$ cat config.mk
export PLATFORM = sky130hd
export DESIGN_NAME = dmem_hex_dump_flat
export DESIGN_NICKNAME = d
export VERILOG_FILES = /design/src/rtl/dmem_hex_dump_pkg.sv /design/src/rtl/dmem_hex_dump_if.sv /design/src/rtl/dmem_hex_dump_nibble_ascii.sv /design/src/rtl/dmem_hex_dump.sv /design/src/flat_wrapper.sv
export SDC_FILE = /design/constraint.sdc
export NUM_CORES = 1
export LEC_CHECK = 0
export CELL_PAD_IN_SITES_DETAIL_PLACEMENT = 0
export CELL_PAD_IN_SITES_GLOBAL_PLACEMENT = 1
export CORE_ASPECT_RATIO = 0.75
export CORE_MARGIN = 3
export CORE_UTILIZATION = 30
export DETAILED_ROUTE_END_ITERATION = 10
export GPL_TIMING_DRIVEN = 0
export PLACE_DENSITY_LB_ADDON = 0.1
export REMOVE_ABC_BUFFERS = 1
export SETUP_SLACK_MARGIN = 0.1
export SLEW_MARGIN = 20
export SYNTH_ARGS = -nofsm -noshare
export SYNTH_HDL_FRONTEND = slang
export SYNTH_SLANG_ARGS = --single-unit
$ cat constraint.sdc
create_clock -name clock -period 3.4 [get_ports clock]
set_input_delay 0.68 -clock clock [delete_from_list [all_inputs] [get_ports clock]]
set_output_delay 0.68 -clock clock [all_outputs]
set_load 0.02 [all_outputs]
$ cat src/rtl/dmem_hex_dump_pkg.sv
// Shared types and constants for the data-memory hex dump engine.
package dump_pkg;

    // Dump sequencer states.
    typedef enum logic [2:0] {
        IDLE = 3'd0,
        READ = 3'd1,
        WAIT = 3'd2,
        SEND = 3'd3,
        FIN  = 3'd4
    } state_t;

    // ASCII building blocks for lowercase hex text.
    localparam logic [7:0] ASCII_0     = 8'h30;
    localparam logic [7:0] ASCII_A_OFS = 8'h57;  // 0x57 + 10 = 'a'
    localparam logic [7:0] ASCII_LF    = 8'h0A;

    // Eight hex digits plus the trailing newline.
    localparam int CHARS_PER_WORD = 9;
    localparam logic [3:0] LAST_CHAR = 4'(CHARS_PER_WORD - 1);

endpackage

$ cat src/rtl/dmem_hex_dump_if.sv
// Bundle of the dump engine's control, memory-read and byte-stream signals.
interface dmem_hex_dump_if #(
    parameter int ADDR_W = 8,
    parameter int DATA_W = 32
);
    // Control
    logic              start;
    logic [ADDR_W-1:0] base_addr;
    logic [ADDR_W:0]   word_count;
    logic              busy;
    logic              done;

    // Data memory read port (1-cycle latency)
    logic              mem_rd_en;
    logic [ADDR_W-1:0] mem_addr;
    logic [DATA_W-1:0] mem_rd_data;

    // ASCII byte stream
    logic [7:0]        byte_data;
    logic              byte_valid;
    logic              byte_ready;

    // The dump engine side.
    modport master (
        input  start, base_addr, word_count, mem_rd_data, byte_ready,
        output busy, done, mem_rd_en, mem_addr, byte_data, byte_valid
    );

    // The controller / memory / byte sink side.
    modport slave (
        output start, base_addr, word_count, mem_rd_data, byte_ready,
        input  busy, done, mem_rd_en, mem_addr, byte_data, byte_valid
    );

endinterface

$ cat src/rtl/dmem_hex_dump_nibble_ascii.sv
// Converts one 4-bit nibble into its lowercase ASCII hex character.
module nibble_ascii
    import dump_pkg::*;
(
    input  logic [3:0] nibble,
    output logic [7:0] ascii
);

    // Digits map onto '0'..'9', letters onto 'a'..'f'.
    always_comb begin
        ascii = ASCII_0 + {4'd0, nibble};
        if (nibble > 4'd9) begin
            ascii = ASCII_A_OFS + {4'd0, nibble};
        end
    end

endmodule

$ cat src/rtl/dmem_hex_dump.sv
// Data-memory hex dump engine: reads a window of words and streams each one
// as eight lowercase hex characters plus a newline over a valid/ready link.
//
//   state | meaning
//   ------+-------------------------------------------------------------
//   IDLE  | waiting for start; counters latched on an accepted start
//   READ  | read strobe issued for the current word address
//   WAIT  | memory data arrives; captured into the word register
//   SEND  | presenting characters 0..8 of the current word
//   FIN   | one-cycle done pulse, then back to IDLE
module dmem_hex_dump
    import dump_pkg::*;
#(
    parameter int ADDR_W = 8,
    parameter int DATA_W = 32
) (
    input  logic              clock,
    input  logic              reset_0,
    dmem_hex_dump_if.master   bus
);

    localparam logic [ADDR_W-1:0] ADDR_ONE   = {{(ADDR_W-1){1'b0}}, 1'b1};
    localparam logic [ADDR_W:0]   REMAIN_ONE = {{ADDR_W{1'b0}}, 1'b1};

    state_t              state_q;
    state_t              state_d;
    logic [ADDR_W-1:0]   addr_q;
    logic [ADDR_W:0]     remain_q;
    logic [DATA_W-1:0]   word_q;
    logic [3:0]          idx_q;

    logic                handshake;
    logic                last_char;
    logic [DATA_W-1:0]   word_shifted;
    logic [3:0]          cur_nibble;
    logic [7:0]          cur_ascii;

    assign handshake = (state_q == SEND) && bus.byte_ready;
    assign last_char = (idx_q == LAST_CHAR);

    // Shift the selected nibble to the top so it is always read from one place;
    // at the newline index the shifted value is irrelevant.
    assign word_shifted = word_q << {idx_q[2:0], 2'b00};
    assign cur_nibble   = word_shifted[DATA_W-1 -: 4];

    nibble_ascii u_nibble_ascii (
        .nibble (cur_nibble),
        .ascii  (cur_ascii)
    );

    // State register.
    always_ff @(posedge clock) begin
        if (reset_0) begin
            state_q <= IDLE;
        end else begin
            state_q <= state_d;
        end
    end

    // Next-state decode; the word-count test in IDLE uses the incoming value
    // because it is being latched on the same edge.
    always_comb begin
        state_d = state_q;
        case (state_q)
            IDLE: begin
                if (bus.start) begin
                    state_d = (bus.word_count == '0) ? FIN : READ;
                end
            end
            READ: state_d = WAIT;
            WAIT: state_d = SEND;
            SEND: begin
                if (handshake && last_char) begin
                    state_d = (remain_q > REMAIN_ONE) ? READ : FIN;
                end
            end
            FIN:     state_d = IDLE;
            default: state_d = IDLE;
        endcase
    end

    // Outputs decoded from state and registered datapath only, so byte_ready
    // never reaches byte_valid combinationally.
    always_comb begin
        bus.mem_rd_en  = (state_q == READ);
        bus.mem_addr   = addr_q;
        bus.byte_valid = (state_q == SEND);
        bus.busy       = (state_q != IDLE);
        bus.done       = (state_q == FIN);
        bus.byte_data  = 8'h00;
        if (state_q == SEND) begin
            bus.byte_data = last_char ? ASCII_LF : cur_ascii;
        end
    end

    // Address, remaining-word, word-register and character-index updates.
    always_ff @(posedge clock) begin
        if (reset_0) begin
            addr_q   <= '0;
            remain_q <= '0;
            word_q   <= '0;
            idx_q    <= '0;
        end else begin
            case (state_q)
                IDLE: begin
                    if (bus.start) begin
                        addr_q   <= bus.base_addr;
                        remain_q <= bus.word_count;
                    end
                end
                WAIT: begin
                    word_q <= bus.mem_rd_data;
                    idx_q  <= '0;
                end
                SEND: begin
                    if (handshake) begin
                        if (last_char) begin
                            addr_q   <= addr_q + ADDR_ONE;
                            remain_q <= remain_q - REMAIN_ONE;
                            idx_q    <= '0;
                        end else begin
                            idx_q <= idx_q + 4'd1;
                        end
                    end
                end
                default: begin
                end
            endcase
        end
    end

endmodule

$ cat src/flat_wrapper.sv
// flat-port wrapper written by rule: the top's interface ports become plain ports
module dmem_hex_dump_flat import dump_pkg::*;
#(
    parameter int ADDR_W = 8,
    parameter int DATA_W = 32
)
  (clock, reset_0, bus_start, bus_base_addr, bus_word_count, bus_mem_rd_data, bus_byte_ready, bus_busy, bus_done, bus_mem_rd_en, bus_mem_addr, bus_byte_data, bus_byte_valid);
  dmem_hex_dump_if #(.ADDR_W(ADDR_W), .DATA_W(DATA_W)) bus_i ();
  input  logic clock;
  input  logic reset_0;
  input wire logic [$bits(bus_i.start)-1:0] bus_start;
  input wire logic [$bits(bus_i.base_addr)-1:0] bus_base_addr;
  input wire logic [$bits(bus_i.word_count)-1:0] bus_word_count;
  input wire logic [$bits(bus_i.mem_rd_data)-1:0] bus_mem_rd_data;
  input wire logic [$bits(bus_i.byte_ready)-1:0] bus_byte_ready;
  output wire logic [$bits(bus_i.busy)-1:0] bus_busy;
  output wire logic [$bits(bus_i.done)-1:0] bus_done;
  output wire logic [$bits(bus_i.mem_rd_en)-1:0] bus_mem_rd_en;
  output wire logic [$bits(bus_i.mem_addr)-1:0] bus_mem_addr;
  output wire logic [$bits(bus_i.byte_data)-1:0] bus_byte_data;
  output wire logic [$bits(bus_i.byte_valid)-1:0] bus_byte_valid;
  assign bus_i.start = bus_start;
  assign bus_i.base_addr = bus_base_addr;
  assign bus_i.word_count = bus_word_count;
  assign bus_i.mem_rd_data = bus_mem_rd_data;
  assign bus_i.byte_ready = bus_byte_ready;
  assign bus_busy = bus_i.busy;
  assign bus_done = bus_i.done;
  assign bus_mem_rd_en = bus_i.mem_rd_en;
  assign bus_mem_addr = bus_i.mem_addr;
  assign bus_byte_data = bus_i.byte_data;
  assign bus_byte_valid = bus_i.byte_valid;
  dmem_hex_dump #(.ADDR_W(ADDR_W), .DATA_W(DATA_W)) u_core (.clock(clock), .reset_0(reset_0), .bus(bus_i));
endmodule
# Word-level counts from Yosys, hierarchy flattened

Index checks and enable logic that the tools add are counted.

Add/sub/neg operators: 5
$lt $le $gt $ge: 2
Equal/unequal tests: 9
Shift operators: 1
Multiplexer cells: 19
Reduce and logical (&&, ||, !) cells: 10

Operators with widths:

| kind                  | count |
|---|---|
| $mux W8               | 6 |
| $shl A32 B5 Y32       | 1 |
| $mux W9               | 3 |
| $pmux W9 S2           | 1 |
| $pmux W8 S2           | 1 |
| $mux W3               | 4 |
| $pmux W3 S4           | 1 |
| $gt A9 B1 Y1 const B  | 1 |
| $logic_not A9 Y1      | 1 |
| $sub A9 B1 Y9 const B | 1 |
| $add A7 B4 Y8 const A | 1 |
| $add A8 B1 Y8 const B | 1 |
| $mux W4               | 2 |
| $pmux W4 S2           | 1 |
| $add A6 B4 Y7 const A | 1 |
| $eq A3 B2 Y1 const B  | 2 |
| $ne A2 B1 Y1 const B  | 3 |
| $add A4 B1 Y4 const B | 1 |
| $eq A4 B4 Y1 const B  | 1 |
| $gt A4 B4 Y1 const B  | 1 |
| $reduce_and A2 Y1     | 2 |
| $reduce_and A4 Y1     | 1 |
| $reduce_bool A2 Y1    | 2 |
| $eq A3 B1 Y1 const B  | 1 |
| other kinds (5)       | 6 |

Flip-flop bits (word level): 56
Input port bits: 53
Output and inout port bits: 20
Logic and storage cells: 51

# Logic depth before layout (Yosys ltp)

Gate-level depths: netlist (run 1).

Depth in word-level cells: 5
Depth in mapped cells: 9
Gate-level depth less buffers: 8

# Cells and area by module

A second synthesis (run 1) with hierarchy kept.

Cell total of the unflattened synthesis: 375
Area total of the unflattened synthesis: 3062.9 um^2

Modules (own cells, without submodules):

| module        | times used | cells an instance | area each (um^2) | sequential area each (um^2) |
|---|---|---|---|---|
| dmem_hex_dump | 1          | 359               | 2944.1           | 1121.1 |
| nibble_ascii  | 1          | 16                | 118.9            | 0.0 |

# Worst setup path after synthesis (run 1)

OpenSTA, ideal clock, no wires.

Kind: register to output
From: reg u_core.idx_q[1]
To: out bus_byte_data[1]
Arrival: 2504 ps
Required time: 2720 ps
Setup slack: 216 ps
Cell stages (with the launch flop): 10
Path buffers: 1
Cell sequence: dfxtp_1 > buf_6 > mux4_2 > mux2_2 > inv_2 > ha_1 > nor2_1 > a41oi_4 > mux2i_1 > a311oi_1

Word-level cells in the longest chain between the ends: 5
Elaborated cells between the ends (all ways): 8
Those cells by class: 2 x add/sub; 1 x order compare; 1 x eq/ne; 1 x shift; 3 x mux

RTL lines:

| item                                        | line                             | RTL |
|---|---|---|
| from (decl)                                 | dmem_hex_dump.sv:30              | `logic [3:0] idx_q;` |
| from (signal assigned)                      | dmem_hex_dump.sv:122             | `idx_q <= idx_q + 4'd1;` |
| $shl A32 B5 Y32                             | dmem_hex_dump.sv:43              | `assign word_shifted = word_q << {idx_q[2:0], 2'b00};` |
| $add A7 B4 Y8, or another cell as far along | dmem_hex_dump_nibble_ascii.sv:13 | `ascii = ASCII_A_OFS + {4'd0, nibble};` |
| $mux W8                                     | dmem_hex_dump_nibble_ascii.sv:12 | `if (nibble > 4'd9) begin` |
| $mux W8 *                                   | dmem_hex_dump.sv:92              | `bus.byte_data = last_char ? ASCII_LF : cur_ascii;` |
| $mux W8 *                                   | dmem_hex_dump.sv:91              | `if (state_q == SEND) begin` |
| to (decl)                                   | flat_wrapper.sv:20               | `output wire logic [$bits(bus_i.byte_data)-1:0] bus_byte_data;` |

Every way passes the cells marked *; elsewhere a longest branch is shown, timed or not.

# Worst setup path after layout (run 1)

Ends and elaborated chain as after synthesis.

==> flow_metrics.env, run 1 <==
export IMPL_status="finished clean"
export IMPL_ios=73
export IMPL_clk_latency_ns=0.29
export IMPL_antenna_found_initial=0
export IMPL_wl_per_cell_um=14.2
export IMPL_grt_pass1_vias=2730
export IMPL_regArea_mm2=0.00113
export IMPL_dpl_instance_area_mm2=0.00387
export IMPL_wl_met1_um=4540
export IMPL_synth_edff_count=0
export IMPL_tightest_slew_ns=0.735
export IMPL_avgSynthCellArea_um2=7.80
export IMPL_cp_buffers_inverters=2
export IMPL_rsz0062_at_grt="yes"
export IMPL_syn_inst=394
export IMPL_slowest_delay_ns=0.52
export IMPL_routabilityCongestion=0.734
export IMPL_clk_pin_slew_worst_paths_ns=0.07
export IMPL_slew_violations=0
export IMPL_multiInputGateArea_mm2=0.00182
export IMPL_fin_crit_sh_pct=96.4
export IMPL_placementRows=31
export IMPL_die_area_mm2=0.0115
export IMPL_initial_core_util_pct=31.3
export IMPL_drtIter0Drc=137
export IMPL_async_reset_ff_share_pct=0
export IMPL_clk_path_buf_depth=2
export IMPL_core_region_area_mm2=0.00981
export IMPL_hold_class="flop to flop"
export IMPL_grtUsageTotal_pct=15.0
export IMPL_slew_headroom_pct=50.9
export IMPL_timing_hold_ws_ns=0.452
export IMPL_avgViaCountPerCell=4.95
export IMPL_grt_max_degree=35
export IMPL_via_count=2920
export IMPL_synthFlopType="dfxtp_1"
export IMPL_top_layer="met4"
export IMPL_fp_dieH_um=93.7
export IMPL_overflow=0
export IMPL_yosys_warnings=0
export IMPL_clock_fmax_mhz=305
export IMPL_die_w_um=123
export IMPL_final_min_clock_period_ns=3.28
export IMPL_startpoint_type="flop"
export IMPL_cellLeakagePower_nw=1.49
export IMPL_arrival_ns=2.60
export IMPL_synth_seq_cells=56
export IMPL_cts_tree="yes"
export IMPL_cts_sinks=56
export IMPL_drc_errors=0
export IMPL_grt_pass1_wl_um=13800
export IMPL_critPathKind="flop to output port"
export IMPL_maxCapViolCount=0
export IMPL_area_growth_pct=33.7
export IMPL_drt_pre_antenna_iters=4
export IMPL_port_buffer_count=71
export IMPL_final_area_mm2=0.00411
export IMPL_ant_nets=0
export IMPL_synth_cell_types=59
export IMPL_wl_met3_um=364
export IMPL_h_tree_depth=2
export IMPL_fin_nets=517
export IMPL_cts_root_buf="clkbuf_16"
export IMPL_power_density_mw_per_mm2=456
export IMPL_hold_viol_final=0
export IMPL_dp_hpwl_um=5910
export IMPL_n_antenna_cell=0
export IMPL_cp_top_family="multiplexers"
export IMPL_setup_violations=0
export IMPL_slowest_stage="mux4_2"
export IMPL_path_cells="buf_6 -> mux4_2 -> mux2i_4 -> ha_4 -> nor2_4 -> a41oi_4 -> mux2i_1 -> a311oi_1 -> buf_2"
export IMPL_required_ns=2.72
export IMPL_cts_buffers=5
export IMPL_hold_buffers=0
export IMPL_vdd_drop_max_mv=0.176
export IMPL_routed_wl_um=8400
export IMPL_cp_end_kind="output port"
export IMPL_fin_skew_ns=0.00433
export IMPL_fillers=995
export IMPL_critPathMaxFanout=6
export IMPL_syn_area_mm2=0.00307
export IMPL_ys_seq_area_share_pct=36.5
export IMPL_dr_wl_met2_um=3430
export IMPL_drive_above_1_share_pct=11.1
[synthesized netlist by cell type, drive strengths merged, types with 2 or more instances]
| master | n | area (um^2) |
|---|---|---|
| nand2 | 102 | 383 |
| a21oi | 56 | 280 |
| dfxtp | 56 | 1120 |
| nor2 | 22 | 82.6 |
| o21ai | 20 | 100 |
| clkbuf | 18 | 77.6 |
| nand3 | 14 | 70.1 |
| buf | 9 | 63.8 |
| and3 | 8 | 50.1 |
| ha | 7 | 87.6 |
| nor3 | 7 | 35.0 |
| mux2i | 6 | 72.6 |
| mux4 | 6 | 139 |
| inv | 5 | 18.8 |
| nor3b | 5 | 42.5 |
| a31oi | 4 | 25.0 |
| nand3b | 4 | 42.5 |
| o31ai | 4 | 30.0 |
| mux2 | 3 | 37.5 |
| o211ai | 3 | 22.5 |
| or3 | 3 | 23.8 |
| a211oi | 2 | 15.0 |
| a311oi | 2 | 17.5 |
| and2 | 2 | 12.5 |
| nand2b | 2 | 12.5 |
| o22ai | 2 | 12.5 |
| or4 | 2 | 15.0 |
[kinds of logic (layout without fill, tap and decap cells)]
kind of cell             count (synthesis)  after routing  share of synthesized area (%)
buffers and inverters                   34             98                           5.90
AO/OA/AOI/OAI                          103            103                           19.7
flip-flops                              56             56                           36.5
other                                    1              1                          0.122
adder cells (fa/ha/maj)                  7              7                           2.85
AND/OR/NAND/NOR                        178            178                           26.9
multiplexers                            15             15                           8.10
[worst register-to-register path, cell delays in order, from the launching register on]
cell and delay (ns):
dfxtp_1 0.43, bufinv_8 0.28, ha_1 0.22, and4b_1 0.30, nand2b_1 0.18, and2_1 0.48, o21ai_1 0.13, a221oi_1 0.30
[flip-flops by register name, summed over array words and instances (netlist names)]
signal / cells
u_core.bus.mem_addr: 8
u_core.idx_q: 4
u_core.remain_q: 9
u_core.state_q: 3
u_core.word_q: 32
[power by group]
part           leakage (nW)  switching (W)  total, W  internal [W]
Sequential            0.459      0.0000658  0.000793      0.000727
Combinational         0.960       0.000303  0.000554      0.000250
Clock                0.0712       0.000233  0.000527      0.000295
[area by class of cell]
type	instances	share of cell area, %
Multi-Input combinational cell	304	44.3
Sequential cell	56	27.5
Timing Repair Buffer	83	19.5
Tap cell	132	4.02
Clock buffer	8	3.56
Inverter	7	1.04
[what timing repair did]
item	CTS	global route
pin swaps	3	1
endpoints found under the setup margin	8	4
gates resized for setup	34	5
setup buffers	5	3
[layer usage]
layer  up-vias  GRT usage (%)
li1       1512              -
met1      1351           22.8
met2        49           21.1
met3         8           3.43
met4         0           4.01
met5         -              0
[final timing paths]
path | startpoint | endpoint | slack (ns) | cells past startpoint
setup / recovery | u_core.idx_q[1]$_SDFFE_PP0P_ | bus_byte_data[1] | 0.12 | 9
setup reg to reg | u_core.idx_q[0]$_SDFFE_PP0P_ | u_core.remain_q[0]$_SDFFE_PP0P_ | 0.99 | 7
hold reg to reg | u_core.word_q[15]$_SDFFE_PP0P_ | u_core.word_q[15]$_SDFFE_PP0P_ | 0.45 | 2
hold / removal | u_core.word_q[15]$_SDFFE_PP0P_ | u_core.word_q[15]$_SDFFE_PP0P_ | 0.45 | 2
[placed cells by master (no fill, tap or decap), types with 2 or more instances in the layout]
cell             netlist  final
clkbuf_16              0      5
or4_1                  2      2
inv_1                  3      3
buf_6                  3      3
nor2_1                22     21
nand2_1              102    102
nand3_1               14     14
nor3b_1                4      3
nand2b_1               2      2
and3_1                 8      8
o22ai_1                2      2
clkdlybuf4s50_1        0     63
buf_2                  3      4
ha_4                   0      2
buf_4                  1      7
o31ai_1                4      4
a31oi_1                4      4
a21oi_1               56     56
clkbuf_1              17      2
o211ai_1               3      3
a311oi_1               2      2
dlygate4sd2_1          0      3
or3_1                  2      2
ha_1                   7      5
and2_1                 2      2
mux4_2                 5      6
dfxtp_4                0      2
dfxtp_1               56     52
o21ai_0               11     11
nand3b_1               3      3
dfxtp_2                0      2
mux2_4                 1      2
mux2i_1                5      5
nor3_1                 7      7
o21ai_1                9      9
[metrics by stage]
stage | std cells | utilization [%] | TNS (ns) | worst slack, ns | power [W]
3_5_place_dp | 574 | 39.4 | -2.63 | -0.675 | 0.00135
4_1_cts | 587 | 41.6 | 0 | 0.0315 | 0.00190
6_report | 590 | 41.9 | 0 | 0.121 | 0.00187
2_1_floorplan | 367 | - | 0 | 0.0428 | 0.00111
5_1_grt | 590 | 41.9 | 0 | 0.0253 | 0.00200
3_3_place_gp | 570 | 38.8 | -8.98 | -1.09 | 0.00133
Note: power is estimated with default switching activity, not from simulation.
==> run 2: changes to the inputs <==
--- a/config.mk
+++ b/config.mk
@@ -5,14 +5,12 @@
 export SDC_FILE = /design/constraint.sdc
 export NUM_CORES = 1
 export LEC_CHECK = 0
-export CELL_PAD_IN_SITES_DETAIL_PLACEMENT = 0
-export CELL_PAD_IN_SITES_GLOBAL_PLACEMENT = 1
 export CORE_ASPECT_RATIO = 0.75
 export CORE_MARGIN = 3
-export CORE_UTILIZATION = 30
+export CORE_UTILIZATION = 41
 export DETAILED_ROUTE_END_ITERATION = 10
 export GPL_TIMING_DRIVEN = 0
-export PLACE_DENSITY_LB_ADDON = 0.1
+export PLACE_DENSITY = 0.68
 export REMOVE_ABC_BUFFERS = 1
 export SETUP_SLACK_MARGIN = 0.1
 export SLEW_MARGIN = 20
==> constraint.sdc (replaced) <==
create_clock -name clock -period 3.4 [get_ports clock]
set_input_delay 0.68 -clock clock [delete_from_list [all_inputs] [get_ports clock]]
set_output_delay 0.68 -clock clock [all_outputs]
set_load 0.01 [all_outputs]
==> run 2 against run 1 <==
Effect of this change: clock power decreased by 27%; sequential cell count unchanged; final area decreased by 1.6%; sequential power about the same; cell count decreased by 5.4%; sequential share of layout area increased by 0.47 points; worst hold slack improved by 0.0095 ns; register-to-register slack about the same; clock skew increased by 0.0013 ns; via count increased by 0.31%; first-iteration DRC count decreased by 15%; core utilization increased by 16 points.
==> flow_metrics.env, run 2 (synthesis results as in run 1) <==
export IMPL_grt_pass1_wl_um=12400
export IMPL_fp_dieH_um=81.0
export IMPL_arrival_ns=2.69
export IMPL_initial_core_util_pct=43.7
export IMPL_area_growth_pct=31.5
export IMPL_via_count=2929
export IMPL_status="finished clean"
export IMPL_clk_pin_slew_worst_paths_ns=0.11
export IMPL_cts_root_buf="clkbuf_8"
export IMPL_pre_cts_ws_ns=-0.583
export IMPL_top_usage_layer="met2"
export IMPL_placementRows=26
export IMPL_routabilityCongestion=0.792
export IMPL_startpoint_type="flop"
export IMPL_grt_pass1_vias=2574
export IMPL_grt_util_met1_pct=25.6
export IMPL_grtUsageTotal_pct=17.9
export IMPL_grt_max_degree=34
export IMPL_critPathKind="flop to output port"
export IMPL_final_cell_mix="nand2_1, clkdlybuf4s50_1, a21oi_1"
export IMPL_cts_sinks=56
export IMPL_drc_errors=0
export IMPL_n_antenna_cell=0
export IMPL_slew_headroom_pct=55.4
export IMPL_overflow=0
export IMPL_clk_latency_ns=0.31
export IMPL_met3_usage_pct=4.21
export IMPL_tightest_slew_ns=0.669
export IMPL_maxCapViolCount=0
export IMPL_fin_crit_sh_pct=99.0
export IMPL_final_common_cell="nand2_1"
export IMPL_dp_hpwl_um=5540
export IMPL_hold_class="flop to flop"
export IMPL_rsz0062_at_grt="yes"
export IMPL_regMostFlops="u_core.word_q"
export IMPL_cp_end_kind="output port"
export IMPL_cts_tree="yes"
export IMPL_wl_per_cell_um=14.0
export IMPL_ant_nets=0
export IMPL_fillers=670
export IMPL_clock_fmax_mhz=297
export IMPL_ios=73
export IMPL_fin_nets=519
export IMPL_drtIter0Drc=117
export IMPL_antenna_found_initial=0
export IMPL_avgViaCountPerCell=5.25
export IMPL_required_ns=2.72
export IMPL_largest_reg_flops=32
export IMPL_cts_buffers=5
export IMPL_drt_pre_antenna_iters=4
export IMPL_setup_slack_ns=0.0337
export IMPL_clk_path_buf_depth=2
export IMPL_cellLeakagePower_nw=1.50
export IMPL_power_density_mw_per_mm2=426
export IMPL_final_min_clock_period_ns=3.37
export IMPL_critPathMaxFanout=15
export IMPL_hold_viol_final=0
export IMPL_slew_violations=0
export IMPL_vdd_drop_max_mv=0.237
export IMPL_use_met2_pct=28.2
export IMPL_fin_total_pwr_w=0.00172
export IMPL_routed_wl_um=7790
export IMPL_die_w_um=106
export IMPL_fin_skew_ns=0.00567
export IMPL_timing_hold_ws_ns=0.461
export IMPL_hold_buffers=0
export IMPL_ff2ff_setup_slack_ns=1.00
export IMPL_h_tree_depth=2
export IMPL_setup_violations=0
export IMPL_drive_above_1_share_pct=11.7
export IMPL_port_buffer_count=71
export IMPL_core_region_area_mm2=0.00703
export IMPL_die_area_mm2=0.00858
-- run 2: cell types whose count changed in the layout (fill, tap and decap cells not counted), moves of 2 or more --
| cell | delta |
|---|---|
| dlygate4sd2_1 | -2 |
| clkbuf_16 | -5 |
| dlymetal6s2s_1 | +2 |
| inv_6 | +2 |
| clkbuf_8 | +4 |
| clkbuf_1 | -2 |
-- run 2: area by class of cell --
class | count | area, um^2 | share of cell area [%]
multi-input cells | 304 | 1810 | 44.8
flip-flops and latches | 56 | 1130 | 28.0
repair buffers | 85 | 843 | 20.9
well taps | 98 | 123 | 3.03
clock buffers | 5 | 68.8 | 1.70
inverters | 7 | 41.3 | 1.02
clock inverters | 3 | 25.0 | 0.619
-- run 2: through the flow --
stage               instances  util (%)  cell area, um^2  setup TNS, ns
floorplan                 367         -             2930              0
global placement          536      53.6             3770          -4.79
detailed placement        540      54.5             3830          -1.84
CTS                       555      56.6             3980              0
global route              558      57.5             4040         -0.229
finish                    558      57.5             4040              0
-- run 2: worst paths after layout --
path / startpoint / to / cells past startpoint
setup reg to reg: u_core.state_q[2]$_SDFFE_PP0P_ / u_core.remain_q[0]$_SDFFE_PP0P_ / 7
setup / recovery: u_core.idx_q[2]$_SDFFE_PP0P_ / bus_byte_data[4] / 10
hold / removal: u_core.word_q[2]$_SDFFE_PP0P_ / u_core.word_q[2]$_SDFFE_PP0P_ / 2
hold reg to reg: u_core.word_q[2]$_SDFFE_PP0P_ / u_core.word_q[2]$_SDFFE_PP0P_ / 2
-- run 2: what timing repair did --
| item | CTS | global route |
|---|---|---|
| resized for setup | 21 | 16 |
| cloned | 0 | 0 |
| endpoints found under the setup margin | 7 | 7 |
| setup buffers | 7 | 3 |
| pin swaps | 3 | 4 |
-- run 2: worst max-delay path: stages, from the launching register on --
cell and delay, ns:
dfxtp_4 0.48, mux4_2 0.57, mux2i_4 0.26, ha_4 0.19, nor2_4 0.04, a41oi_4 0.22
buf_4 0.17, buf_6 0.09, nor2_1 0.03, nor2_1 0.09, clkdlybuf4s15_2 0.23
-- run 2: per-layer routing --
layer,share of wire [%],vias up
met3,5.0,0
li1,-,1512
met1,49,1345
met4,0,0
met5,0,-
met2,45,72
-- run 2: report_power, final --
group | total, W | internal (W) | leakage, nW | switching (W)
sequential | 0.000794 | 0.000727 | 0.459 | 0.0000666
combinational | 0.000546 | 0.000262 | 0.999 | 0.000284
clock | 0.000385 | 0.000151 | 0.0452 | 0.000234
total | 0.00172 | 0.00114 | 1.50 | 0.000584
